==> config.mk <==
export PLATFORM = sky130hd
export DESIGN_NAME = updown_counter_n_flat
export DESIGN_NICKNAME = d
export VERILOG_FILES = /design/src/rtl/updown_counter_pkg.sv /design/src/rtl/updown_counter_n_if.sv /design/src/rtl/updown_counter_next.sv /design/src/rtl/updown_counter_n.sv /design/src/flat_wrapper.sv
export SDC_FILE = /design/constraint.sdc
export NUM_CORES = 1
export LEC_CHECK = 0
export ABC_CLOCK_PERIOD_IN_PS = 3000
export CAP_MARGIN = 30
export CELL_PAD_IN_SITES_DETAIL_PLACEMENT = 0
export CELL_PAD_IN_SITES_GLOBAL_PLACEMENT = 1
export CORE_ASPECT_RATIO = 0.9
export CORE_MARGIN = 2
export CORE_UTILIZATION = 47
export CTS_CLUSTER_SIZE = 30
export DETAILED_ROUTE_END_ITERATION = 10
export DONT_BUFFER_PORTS = 1
export PLACE_DENSITY = 0.77
export SKIP_LAST_GASP = 1
export SLEW_MARGIN = 20
export SYNTH_ARGS = -nofsm -noshare
export SYNTH_HDL_FRONTEND = slang
export SYNTH_HIERARCHICAL = 1
export SYNTH_SLANG_ARGS = --single-unit
==> constraint.sdc <==
create_clock -name clk -period 3 [get_ports clk]
set_input_delay 0.6 -clock clk [delete_from_list [all_inputs] [get_ports clk]]
set_output_delay 0.6 -clock clk [all_outputs]
set_load 0.05 [all_outputs]
==> src/rtl/updown_counter_pkg.sv <==
// Shared constants and helpers for the parametrised up/down counter.
// The optional step feature is controlled by UPDOWN_COUNTER_STEP_EN.
package updown_counter_pkg;

  localparam logic DIR_UP    = 1'b1;
  localparam logic DIR_DN    = 1'b0;
  localparam logic MODE_WRAP = 1'b0;
  localparam logic MODE_SAT  = 1'b1;

  // Largest value representable in 'width' bits.
  function automatic longint unsigned default_max_val(input int unsigned width);
    return (64'd1 << width) - 64'd1;
  endfunction

endpackage

==> src/rtl/updown_counter_n_if.sv <==
// Control/status bundle for updown_counter_n.
// The step signal exists only when UPDOWN_COUNTER_STEP_EN is defined.
interface updown_counter_n_if #(
  parameter int unsigned WIDTH = 8
);
  logic             clr;
  logic             load;
  logic [WIDTH-1:0] load_val;
  logic             count;
  logic             inc;
  logic             sat;
`ifdef UPDOWN_COUNTER_STEP_EN
  logic [WIDTH-1:0] step;
`endif
  logic [WIDTH-1:0] q;
  logic             cout;
  logic             zero;
  logic             max;

  modport master (
    output clr, load, load_val, count, inc, sat,
`ifdef UPDOWN_COUNTER_STEP_EN
    output step,
`endif
    input  q, cout, zero, max
  );

  modport slave (
    input  clr, load, load_val, count, inc, sat,
`ifdef UPDOWN_COUNTER_STEP_EN
    input  step,
`endif
    output q, cout, zero, max
  );
endinterface

==> src/rtl/updown_counter_next.sv <==
// Combinational next-value and terminal-condition logic for the up/down counter.
// All arithmetic is one bit wider than q so MAX_VAL = 2**WIDTH-1 cannot overflow.
module updown_counter_next
  import updown_counter_pkg::*;
#(
  parameter int unsigned     WIDTH   = 8,
  parameter longint unsigned MAX_VAL = default_max_val(WIDTH)
) (
  input  logic [WIDTH-1:0] q,
  input  logic             inc,
  input  logic             sat,
  input  logic [WIDTH-1:0] step,
  output logic [WIDTH-1:0] q_next,
  output logic             term
);

  localparam logic [WIDTH:0] MAX_W = (WIDTH+1)'(MAX_VAL);
  localparam logic [WIDTH:0] MOD_W = MAX_W + {{WIDTH{1'b0}}, 1'b1};

  logic [WIDTH:0] q_w;
  logic [WIDTH:0] step_w;
  logic [WIDTH:0] sum_w;
  logic [WIDTH:0] res_w;

  // Step clamp, boundary detection and wrap/saturate resolution.
  always_comb begin
    q_w    = {1'b0, q};
    step_w = ({1'b0, step} > MAX_W) ? MAX_W : {1'b0, step};
    sum_w  = q_w + step_w;
    res_w  = q_w;
    term   = 1'b0;
    if (inc == DIR_UP) begin
      term = (sum_w > MAX_W);
      if (!term) begin
        res_w = sum_w;
      end else if (sat == MODE_SAT) begin
        res_w = MAX_W;
      end else begin
        res_w = sum_w - MOD_W;
      end
    end else begin
      term = (step_w > q_w);
      if (!term) begin
        res_w = q_w - step_w;
      end else if (sat == MODE_SAT) begin
        res_w = {(WIDTH+1){1'b0}};
      end else begin
        res_w = q_w + MOD_W - step_w;
      end
    end
    q_next = WIDTH'(res_w);
  end

endmodule

==> src/rtl/updown_counter_n.sv <==
// Parametrised up/down counter with clear, clamped load, wrap/saturate and cascade carry.
// Define UPDOWN_COUNTER_STEP_EN to add a per-edge step input; otherwise the step is 1.
module updown_counter_n
  import updown_counter_pkg::*;
#(
  parameter int unsigned     WIDTH   = 8,
  parameter longint unsigned MAX_VAL = default_max_val(WIDTH)
) (
  input  logic             clk,
  input  logic             reset_,
  updown_counter_n_if.slave bus
);

  localparam logic [WIDTH:0]   MAX_W = (WIDTH+1)'(MAX_VAL);
  localparam logic [WIDTH-1:0] MAX_Q = WIDTH'(MAX_VAL);

  logic [WIDTH-1:0] cnt_q;
  logic [WIDTH-1:0] cnt_d;
  logic [WIDTH-1:0] q_next_s;
  logic [WIDTH-1:0] load_clamp_s;
  logic [WIDTH-1:0] step_s;
  logic             term_s;

`ifdef UPDOWN_COUNTER_STEP_EN
  assign step_s = bus.step;
`else
  assign step_s = {{(WIDTH-1){1'b0}}, 1'b1};
`endif

  updown_counter_next #(
    .WIDTH   (WIDTH),
    .MAX_VAL (MAX_VAL)
  ) u_next (
    .q      (cnt_q),
    .inc    (bus.inc),
    .sat    (bus.sat),
    .step   (step_s),
    .q_next (q_next_s),
    .term   (term_s)
  );

  assign load_clamp_s = ({1'b0, bus.load_val} > MAX_W) ? MAX_Q : bus.load_val;

  // Edge priority: clear, then load, then count, else hold.
  always_comb begin
    cnt_d = cnt_q;
    if (bus.clr) begin
      cnt_d = {WIDTH{1'b0}};
    end else if (bus.load) begin
      cnt_d = load_clamp_s;
    end else if (bus.count) begin
      cnt_d = q_next_s;
    end else begin
      cnt_d = cnt_q;
    end
  end

  // Counter register with asynchronous active-low reset.
  always_ff @(posedge clk or negedge reset_) begin
    if (!reset_) begin
      cnt_q <= {WIDTH{1'b0}};
    end else begin
      cnt_q <= cnt_d;
    end
  end

  assign bus.q    = cnt_q;
  assign bus.zero = (cnt_q == {WIDTH{1'b0}});
  assign bus.max  = (cnt_q == MAX_Q);
  // Carry is only meaningful when this edge will actually count.
  assign bus.cout = reset_ & bus.count & ~bus.clr & ~bus.load & term_s;

endmodule

==> src/flat_wrapper.sv <==
// flat-port wrapper written by rule: the top's interface ports become plain ports
module updown_counter_n_flat import updown_counter_pkg::*;
#(
  parameter int unsigned     WIDTH   = 8,
  parameter longint unsigned MAX_VAL = default_max_val(WIDTH)
)
  (clk, reset_, bus_clr, bus_load, bus_load_val, bus_count, bus_inc, bus_sat, bus_q, bus_cout, bus_zero, bus_max);
  updown_counter_n_if #(.WIDTH(WIDTH)) bus_i ();
  input  logic clk;
  input  logic reset_;
  input wire logic [$bits(bus_i.clr)-1:0] bus_clr;
  input wire logic [$bits(bus_i.load)-1:0] bus_load;
  input wire logic [$bits(bus_i.load_val)-1:0] bus_load_val;
  input wire logic [$bits(bus_i.count)-1:0] bus_count;
  input wire logic [$bits(bus_i.inc)-1:0] bus_inc;
  input wire logic [$bits(bus_i.sat)-1:0] bus_sat;
  output wire logic [$bits(bus_i.q)-1:0] bus_q;
  output wire logic [$bits(bus_i.cout)-1:0] bus_cout;
  output wire logic [$bits(bus_i.zero)-1:0] bus_zero;
  output wire logic [$bits(bus_i.max)-1:0] bus_max;
  assign bus_i.clr = bus_clr;
  assign bus_i.load = bus_load;
  assign bus_i.load_val = bus_load_val;
  assign bus_i.count = bus_count;
  assign bus_i.inc = bus_inc;
  assign bus_i.sat = bus_sat;
  assign bus_q = bus_i.q;
  assign bus_cout = bus_i.cout;
  assign bus_zero = bus_i.zero;
  assign bus_max = bus_i.max;
  updown_counter_n #(.WIDTH(WIDTH), .MAX_VAL(MAX_VAL)) u_core (.clk(clk), .reset_(reset_), .bus(bus_i));
endmodule
==> results.md <==
- The post-route clock skew is 0.0131 ns.
- The antenna diode count is 0.
- Global routing used 22.8% of the available tracks across all layers.
- For this run, design rule violations remaining after detail routing come to 0.
- The final standard cell utilization of the core is 56.0%.
- The areal power density over the cells is 338 nW/um^2.
- The number of flip-flops under the largest register name is 8.
- The setup TNS after final layout is 0 ns.
- In this run the worst hold path is classified as primary input to asynchronous set/reset pin.
- STA classifies the critical path startpoint as a flop.
- The hold violation count in the final report was 0.
- The largest individual stage delay along the critical path comes from the cell sky130_fd_sc_hd__dfrtp_1.
- The fraction of layout cells with a size suffix above 1 is 15.8%.
- After floorplanning, the core was sized to cover 3000 um^2.
- STA classifies the critical path endpoint as a primary output.
- The number of antenna-violating nets in the routed design is 0.
- The clock transition at the registers of the reported paths is 0.06 ns.
- The number of nets in the layout is 243.
- Summed over all instances, the cell type with the most area after synthesis is sky130_fd_sc_hd__dfrtp_1.
- The run finished with clean final reports.
- Dividing the detail-routed wire length by the instance count gives 15.3 um.
- Sorting the synthesized cells by area gives the leading types as sky130_fd_sc_hd__dfrtp_1 14%, sky130_fd_sc_hd__ha_1 14%, sky130_fd_sc_hd__mux2i_1 6.2%, sky130_fd_sc_hd__a211oi_1 6.2%, sky130_fd_sc_hd__nor2b_1 5.6%.
- In this run, post-CTS hold repair placed 0 buffers.
- Setup repair after global routing could not meet its margin everywhere.
- The mapped cell area is 1450 um^2.
- Clock tree synthesis inserted a total of 3 buffers.
- The die extent in x is 62.5 um.
- The worst setup path category is flop to primary output.
- The iteration count of the initial detailed-routing pass is 4.
- The detailed placer's ending HPWL is 3.12 mm.
- At the end of routability-driven placement, the weighted congestion stood at 0.891.
- Of the available clock period, the critical path in the final layout requires 97.8%.
- In this run the vertical extent of the chip is 56.7 um.
- The count of boundary I/O pins is 26.
- Synthesis produced a netlist whose cell count is 184.
- The clock tree from TritonCTS is done.
- Walking the worst path, the cells encountered are inv_1 -> ha_1 -> fa_1 -> nor2b_1 -> o31ai_2 -> nand2_1 -> a31oi_2 -> a2bb2oi_2 -> nand4b_1 -> nor2_4 -> buf_12.
- The number of distinct standard cells referenced by the synthesized netlist is 53.
- The reg-to-reg setup timing slack is 0.41 ns.
- The number of pins with negative max-slew slack in the final report is 0.
- The number of global-route vias before repair is 1379.
- The effective utilization at floorplan is 48.4%.
- The share of Yosys cell area claimed by the top area cell type is 13.8%.
- In this run the number of H-tree levels came out at 1.
- The mean cell area of the mapped netlist is 7.87 um^2.
- The fraction of registers with async set or reset after synthesis is 100%.
- The row count is 19.
- The remaining global-route overflow is 0.
- For the finished layout, the period the worst path requires is 2.93 ns.
- The overall routed net length is 3.84 mm.
- The final number of setup-violating endpoints is 0.
- The max-capacitance violation count is 0.
- Along the worst path, the maximum fanout reaches 3.
- The maximum count of clock buffers along a single path is 2.
- The largest single stage delay on the critical path is 0.40 ns.
- The number of sinks handled by clock tree synthesis is 8.
- The total power of the final layout is 566 uW.
- The number of enable-type register cells in the synthesized netlist is 0.
- The cell leakage power is 0.756 nW.
- The achievable clock frequency is 341 MHz.
- Clock tree synthesis selected as its root buffer the cell sky130_fd_sc_hd__clkbuf_4.
- The area growth from synthesis to layout is 15.7%.
- The worst-skew pair later-pin latency is 0.26 ns.
- Across all layers, the routed design uses 1424 vias.
- The number of antenna violations at the first check in global routing is 0.
- After the first detailed-routing iteration, the DRC count stood at 77.
- Hold is met by 0.0244 ns.
- The data arrival at the endpoint of the critical path is 2.33 ns.
- The number of warnings printed during yosys synthesis is 6.
- The number of fill cells is 320.
- In this run the tool buffered the top-level ports with 0 buffer cells.
- The average via count per standard cell is 5.67.
- The first global-routing pass estimated 6.42 mm of wire.
- The most used flip-flop cell after synthesis is sky130_fd_sc_hd__dfrtp_1.
- For the worst setup path, the data required time is 2.40 ns.
- The sequential fraction of the synthesis area is 13.8%.
- The post-synthesis sequential element count is 8.
- In the layout the commonest cells are 18 x sky130_fd_sc_hd__inv_1, 18 x sky130_fd_sc_hd__conb_1, 16 x sky130_fd_sc_hd__ha_1, 13 x sky130_fd_sc_hd__buf_4, 13 x sky130_fd_sc_hd__nor2b_1.
- The pin count of the biggest net entering global routing is 14.
- The die covers 3540 um^2.
- The peak supply drop is 0.311 mV.
[power by group]
part | switching (mW) | total, mW | internal [mW]
Clock | 0.0397 | 0.0907 | 0.0511
Combinational | 0.212 | 0.350 | 0.138
Sequential | 0.00776 | 0.126 | 0.118
[cell usage after synthesis (2+ instances only)]
library cell,count
sky130_fd_sc_hd__nor2_1,12
sky130_fd_sc_hd__nor2b_1,13
sky130_fd_sc_hd__nand2_1,5
sky130_fd_sc_hd__mux2i_1,9
sky130_fd_sc_hd__fa_1,2
sky130_fd_sc_hd__a2bb2oi_1,2
sky130_fd_sc_hd__o211ai_1,2
sky130_fd_sc_hd__or2_2,3
sky130_fd_sc_hd__a31oi_1,3
sky130_fd_sc_hd__buf_2,4
sky130_fd_sc_hd__a21oi_1,9
sky130_fd_sc_hd__nor3_1,4
sky130_fd_sc_hd__o21bai_1,2
sky130_fd_sc_hd__nand3_1,3
sky130_fd_sc_hd__a21o_1,2
sky130_fd_sc_hd__clkbuf_1,3
sky130_fd_sc_hd__nand4_1,2
sky130_fd_sc_hd__or4_1,3
sky130_fd_sc_hd__nand2b_1,4
sky130_fd_sc_hd__inv_1,18
sky130_fd_sc_hd__a211oi_1,12
sky130_fd_sc_hd__ha_1,16
sky130_fd_sc_hd__nor3_2,2
sky130_fd_sc_hd__o21a_1,4
sky130_fd_sc_hd__dfrtp_1,8
sky130_fd_sc_hd__o311ai_0,2
sky130_fd_sc_hd__nor3b_1,2
sky130_fd_sc_hd__conb_1,2
sky130_fd_sc_hd__o21ai_0,7
[logic make-up (layout without fill, tap and decap cells)]
kind of cell	Yosys count	count (layout)	synth area share (%)
DFF	8	8	13.8
muxes	9	9	6.22
and+or+nand+nor	60	60	24.4
adders and majority gates	18	18	16.6
buffers and inverters	28	37	8.38
other	2	18	0.518
AOI/OAI and AO/OA	57	57	28.9
xor gates and xnor gates	2	2	1.21
[final timing paths]
path                       cells after the start                           to                         from
setup / recovery                              11                     bus_cout  u_core/bus.q[0]$_DFFE_PN0P_
hold / removal                                 0  u_core/bus.q[2]$_DFFE_PN0P_                       reset_
setup reg to reg                              11  u_core/bus.q[6]$_DFFE_PN0P_  u_core/bus.q[0]$_DFFE_PN0P_
hold reg to reg                                3  u_core/bus.q[5]$_DFFE_PN0P_  u_core/bus.q[5]$_DFFE_PN0P_
max in group asynchronous                      0  u_core/bus.q[4]$_DFFE_PN0P_                       reset_
min in group clk                               1  u_core/bus.q[2]$_DFFE_PN0P_                      bus_clr
[metal layers]
layer | GRT usage [%] | up-vias | wire length [um]
li1 | - | 706 | -
met1 | 32.8 | 668 | 1780
met2 | 35.0 | 44 | 1820
met3 | 2.20 | 6 | 189
met4 | 8.89 | 0 | 51
met5 | 0 | - | 0
[metrics by stage]
stage               cell area [um^2]  setup WS (ns)  instances
floorplan                       1520          0.109        200
global placement                1640          0.416        247
detailed placement              1640          0.356        247
CTS                             1660         0.0568        251
global route                    1680         -0.115        251
finish                          1680         0.0665        251
[timing repair]
item,CTS,global route
setup endpoints to repair,0,1
endpoints found under the hold margin,0,0
resized for setup,0,3
setup buffers,0,0
[layout make-up]
type                    instances  area (um^2)  share of cell area [%]
well taps                      42         52.6                    3.13
clock buffers                   4         26.3                    1.57
inverters                      19         71.3                    4.25
repair buffers                 14          118                    7.01
multi-input cells             164         1210                    72.0
flip-flops and latches          8          201                    12.0
[worst max-delay path: cells and delay by family (launching register included)]
kind	cells	cell delay, ns
AO/OA/AOI/OAI	3	0.58
adder cells (fa/ha/maj)	2	0.40
buffers and inverters	2	0.20
flip-flops	1	0.40
AND/OR/NAND/NOR	4	0.48
No activity file was read; power rests on OpenSTA's default activity.
